`src/rtl/booth_ctrl.sv`:
```
// ---------------------------------------------------------------------------
// booth_ctrl
//
// Control FSM for the 16-bit radix-2 Booth multiplier. Drives every strobe of
// booth_datapath: operand capture from the shared data_in bus (multiplicand
// first, then multiplier), then 16 evaluate/shift iterations, then a level
// done that holds until the requester drops start.
//
// Ports
//   clk     in   single clock, rising edge
//   reset   in   synchronous, active-high (shared with booth_datapath)
//   start   in   operation request, sampled only in IDLE
//   q0      in   datapath Q[0]
//   qm1     in   datapath Q[-1] flop
//   eqz     in   datapath iteration counter == 0
//   LdA     out  load A with A+M / A-M
//   LdQ     out  load Q from data_in (multiplier)
//   LdM     out  load M from data_in (multiplicand)
//   clrA    out  clear A
//   clrQ    out  clear Q (unused, tied low: LdQ overwrites Q)
//   clrff   out  clear the Q[-1] flop
//   sftA    out  arithmetic right shift of A
//   sftQ    out  right shift of Q (A[0] enters Q[15])
//   addsub  out  1 = A+M, 0 = A-M
//   decr    out  decrement iteration counter
//   ldcnt   out  load iteration counter with 16
//   busy    out  high in LOAD_M, LOAD_Q, EVAL, SHIFT
//   done    out  high while in DONE
//
// Timing from the edge that samples start in IDLE (cycle 0): LOAD_M in
// cycle 1, LOAD_Q in cycle 2, 16 EVAL/SHIFT pairs in cycles 3..34, the
// terminating EVAL in cycle 35, done from cycle 36 onward.
// ---------------------------------------------------------------------------
module booth_ctrl (
    input  logic clk,
    input  logic reset,
    input  logic start,
    input  logic q0,
    input  logic qm1,
    input  logic eqz,
    output logic LdA,
    output logic LdQ,
    output logic LdM,
    output logic clrA,
    output logic clrQ,
    output logic clrff,
    output logic sftA,
    output logic sftQ,
    output logic addsub,
    output logic decr,
    output logic ldcnt,
    output logic busy,
    output logic done
);

    typedef enum logic [2:0] {
        S_IDLE   = 3'd0,
        S_LOAD_M = 3'd1,
        S_LOAD_Q = 3'd2,
        S_EVAL   = 3'd3,
        S_SHIFT  = 3'd4,
        S_DONE   = 3'd5
    } state_t;

    state_t state;

    // High only in the cycle(s) directly following a reset edge, so that the
    // otherwise always-high addsub reads 0 together with every other output.
    logic rst_q;

    // EVAL decisions depend on the datapath bits produced by the preceding
    // SHIFT edge, so they cannot be precomputed into a register; they are
    // decoded combinationally from the current state and status inputs.
    logic in_eval;
    logic do_sub;
    logic do_add;

    assign in_eval = (state == S_EVAL) && !eqz;
    assign do_sub  = in_eval &&  q0 && !qm1;   // {q0,qm1} = 10 : A <- A - M
    assign do_add  = in_eval && !q0 &&  qm1;   // {q0,qm1} = 01 : A <- A + M

    assign LdA    = do_sub | do_add;
    // addsub only matters while LdA is high; elsewhere it idles at 1.
    assign addsub = !rst_q && !do_sub;
    // LOAD_Q overwrites Q, so Q never needs an explicit clear.
    assign clrQ   = 1'b0;

    // State register and all Moore strobes. Each strobe is registered from
    // the state being entered, so it is high for exactly the cycle spent in
    // that state.
    always_ff @(posedge clk) begin
        if (reset) begin
            state <= S_IDLE;
            rst_q <= 1'b1;
            LdQ   <= 1'b0;
            LdM   <= 1'b0;
            clrA  <= 1'b0;
            clrff <= 1'b0;
            sftA  <= 1'b0;
            sftQ  <= 1'b0;
            decr  <= 1'b0;
            ldcnt <= 1'b0;
            busy  <= 1'b0;
            done  <= 1'b0;
        end else begin
            rst_q <= 1'b0;
            LdQ   <= 1'b0;
            LdM   <= 1'b0;
            clrA  <= 1'b0;
            clrff <= 1'b0;
            sftA  <= 1'b0;
            sftQ  <= 1'b0;
            decr  <= 1'b0;
            ldcnt <= 1'b0;
            busy  <= 1'b0;
            done  <= 1'b0;

            case (state)
                S_IDLE: begin
                    if (start) begin
                        state <= S_LOAD_M;
                        LdM   <= 1'b1;
                        clrA  <= 1'b1;
                        ldcnt <= 1'b1;
                        busy  <= 1'b1;
                    end
                end

                S_LOAD_M: begin
                    state <= S_LOAD_Q;
                    LdQ   <= 1'b1;
                    clrff <= 1'b1;
                    busy  <= 1'b1;
                end

                S_LOAD_Q: begin
                    state <= S_EVAL;
                    busy  <= 1'b1;
                end

                // The Q[-1] flop reloads from Q[0] on every non-cleared edge,
                // so EVAL must be followed directly by SHIFT: any extra cycle
                // would overwrite qm1 with the already-consumed Q[0].
                S_EVAL: begin
                    if (eqz) begin
                        state <= S_DONE;
                        done  <= 1'b1;
                    end else begin
                        state <= S_SHIFT;
                        sftA  <= 1'b1;
                        sftQ  <= 1'b1;
                        decr  <= 1'b1;
                        busy  <= 1'b1;
                    end
                end

                S_SHIFT: begin
                    state <= S_EVAL;
                    busy  <= 1'b1;
                end

                // Level done; a held start never restarts the multiplier.
                S_DONE: begin
                    if (start) begin
                        done <= 1'b1;
                    end else begin
                        state <= S_IDLE;
                    end
                end

                default: begin
                    state <= S_IDLE;
                end
            endcase
        end
    end

endmodule

```
`config.mk`:
```
export PLATFORM = sky130hd
export DESIGN_NAME = booth_ctrl
export DESIGN_NICKNAME = d
export VERILOG_FILES = /design/src/rtl/booth_ctrl.sv
export SDC_FILE = /design/constraint.sdc
export NUM_CORES = 1
export LEC_CHECK = 0
export CORE_AREA = 2 2 39 41
export CTS_CLUSTER_DIAMETER = 150
export CTS_CLUSTER_SIZE = 14
export DETAILED_ROUTE_END_ITERATION = 10
export DIE_AREA = 0 0 41 43
export GPL_TIMING_DRIVEN = 0
export SETUP_SLACK_MARGIN = 0.5
export SLEW_MARGIN = 10
export SYNTH_ARGS = -nofsm -noshare
export SYNTH_HDL_FRONTEND = slang
export SYNTH_SLANG_ARGS = --single-unit
```
`constraint.sdc`:
```
create_clock -name clk -period 1.2 [get_ports clk]
set_clock_uncertainty 0.1 [all_clocks]
set_input_delay 0.24 -clock clk [delete_from_list [all_inputs] [get_ports clk]]
set_output_delay 0.24 -clock clk [all_outputs]
set_load 0.03 [all_outputs]
```
==> metrics.md <==
| Metric | Value |
|---|---|
| Synth area leader | dfxtp_1 |
| Failing checks | negative setup slack |
| Hold-fix buffers, CTS | 0 |
| Avg Inst Size Synth | around 9 um^2 |
| Via-to-Cell Ratio | 4.593 |
| Worst setup EP type | output pin |
| Max frequency | ~660 MHz |
| Initial antenna violation count | 0 |
| IO buf count | 17 |
| Worst-path fanout max | 3 |
| Syn Inst Count | 48 |
| Root Driver | clkbuf_4 |
| Fin area | 882.1 um^2 |
| Clock tree from TritonCTS | yes |
| Iter 0 DRT Violations | 5 |
| Setup violators final | 5 |
| Gr usage total | 0.1178 |
| Seq/Total Area, Yosys | 0.4174 |
| Period Utilization, post-route | 1.269 |
| Htree depth | 1 |
| Final setup margin | -322.7 ps |
| Final estimated routing congestion in global placement | 0.7205 |
| Yosys cell types | 21 |
| Clock Latency Late Sink | 260 ps |
| Cells after DPL | about 80 |
| Remaining Overflow, GRT | 0 |
| Max-slew violation count | 0 |
| Residual DRC count | 0 |
| Post-route antenna net violation count | 0 |
| Post-Syn Area | between 400 and 500 um^2 |
| Initial Utilization | 0.3119 |
| Wire per inst | 10.34 um |
| Die area | 1763 um^2 |
| Number of synthesized register bits | 9 |
| Die height | 43 um |
| CP Launch Type | flip-flop |
| Vias | 418 |
| Max_cap viols | 0 |
| Hold Crit Class | input port to flip-flop |
| YS warnings | 0 |
| Fill cells | about 110 |
| Largest net degree at the start of global routing | 11 |
| CP Data Required Time | 860 ps |
| Dpl hpwl | just over 600 um |
| Tmin final | roughly 1500 ps |
| TritonCTS Sinks | 9 |
| Final hold vios | 0 |
| Clock slew seen by the registers of the worst setup and hold paths | 60 ps |
| I/O pins | 19 |
| Final layout net count | 82 |
| First-pass detailed-route iteration total | 4 |
| Die width | 41 um |
| Post-Layout Cell Count | 91 |
| Antenna cells | 0 |
| Largest buffer count on any clock path | 2 |
| Hold path cells | 1 |
| Share of layout cells above drive strength 1 | 0.6933 |
| CP arrival | roughly 1200 ps |
| Post-DP Area | 716.9 um^2 |
| First-pass GRT wire length | 1414 um |
| Outcome | finished with violations |
| Number of global-route vias before repair | 338 |
| # rows | 14 |
| Area share of the largest cell type after synthesis | 0.4174 |
| Core area | 1384 um^2 |
| Reg2reg path depth | 5 |
| Top post-synthesis cells by area | dfxtp_1 (42%), buf_4 (10%), nand2b_1 (4.3%) |
| Leakage power | 0.3697 nW |
| Tot Pwr | 0.0009909 W |
| Routed wire length | 941 um |
| Syn nets | 54 |
| Unrepaired setup endpoints after global routing | true |
| Cell area power density | 1123 nW/um^2 |
| Area Growth Syn to Fin | 104.3% |
| CTS Buf Count | 3 |
| CP Class | flip-flop to output pin |
| Max rail drop VDD | 0.0006679 V |
critical path, cell delays in order (launching register included):
cell,delay (ps)
dfxtp_2,320
buf_6,100
nand4bb_4,120
nor3b_2,200
nor2_2,50
buf_6,130
Yosys cell counts, drive strengths merged:
cell type  number
nor3b           1
and3            1
a21oi           3
xor2            1
nand2b          3
nand3b          2
conb            1
a2111oi         1
a31o            1
nor4            3
o21a            1
nor3            2
xnor2           1
nand2           1
nand4bb         1
inv             2
nor2            5
buf             9
dfxtp           9
kinds of logic (layout without fill, tap and decap cells):
kind of cell | Yosys count | in the layout | share of synthesized area
simple gates | 19 | 19 | 0.2551
buf+inv | 11 | 38 | 0.1710
compound gates | 6 | 6 | 0.1072
other cells | 1 | 1 | 0.008687
flops | 9 | 9 | 0.4174
xor+xnor | 2 | 2 | 0.04059
path summary, 6_finish.rpt:
| check | start | endpoint | slack [ps] |
|---|---|---|---|
| worst max-delay path | state[0]$_SDFFE_PP0P_ | addsub | -320 |
| worst min register to register | state[2]$_SDFFE_PP0P_ | decr$_SDFF_PP0_ | 450 |
| worst min-delay path | reset | rst_q$_DFF_P_ | 330 |
| worst max register to register | state[0]$_SDFFE_PP0P_ | state[0]$_SDFFE_PP0P_ | -60 |
per-stage QoR:
step | setup WS, ps | utilization | hold WS (ps) | setup TNS (ps)
CTS | -361.8 | 0.6184 | 320.7 | -656.1
global placement | -974.0 | 0.5181 | 444.3 | -4943
finish | -322.7 | 0.6374 | 331.2 | -719.1
detailed placement | -983.5 | 0.5181 | 450.2 | -4998
floorplan | 1.365 | - | 167.7 | 0
global route | -394.0 | 0.6374 | 343.3 | -1060
cell type report:
class	instances	area [um^2]	area share
tap	16	20.02	0.02270
buffer	9	93.84	0.1064
inverter	2	7.507	0.008511
sequential	9	205.2	0.2326
multi-input combinational	28	281.5	0.3191
clock buffer	4	26.28	0.02979
timing repair buffer	23	247.7	0.2809
power by group:
part           internal [W]  leakage, nW  total (W)  switching, W
sequential         0.000329       0.0790   0.000354     0.0000245
combinational      0.000213        0.276   0.000402      0.000189
clock              0.000128       0.0150   0.000235      0.000107
layer usage:
metal | vias up | global-route usage | routed length, um
met5 | - | 0 | 0
met3 | 4 | 0.03141 | 47
met2 | 15 | 0.1750 | 499
met1 | 189 | 0.1494 | 378
li1 | 210 | - | -
met4 | 0 | 0.06000 | 15
flip-flops by register name, summed over array words and instances, names as in the netlist:
register,cells
decr,1
busy,1
ldcnt,1
clrff,1
done,1
rst_q,1
state,3
cell usage in the layout (no fill, tap or decap), types with 2 or more instances in the layout:
master / synthesis / routed
buf_6: 1 / 23
dfxtp_4: 0 / 6
dlygate4sd2_1: 0 / 4
buf_4: 6 / 3
nor2_1: 5 / 3
clkbuf_4: 0 / 3
inv_1: 2 / 2
nand2b_1: 3 / 2
nor4_2: 0 / 2
nand3b_1: 2 / 2
a21oi_2: 0 / 2
dfxtp_2: 0 / 2
repair_timing:
action,CTS,global route
pin swaps,11,3
setup buffers,5,1
gates resized for setup,102,3
hold endpoints to repair,0,0
cloned,0,0
endpoints found under the setup margin,21,20
No activity file was read; power rests on OpenSTA's default activity.
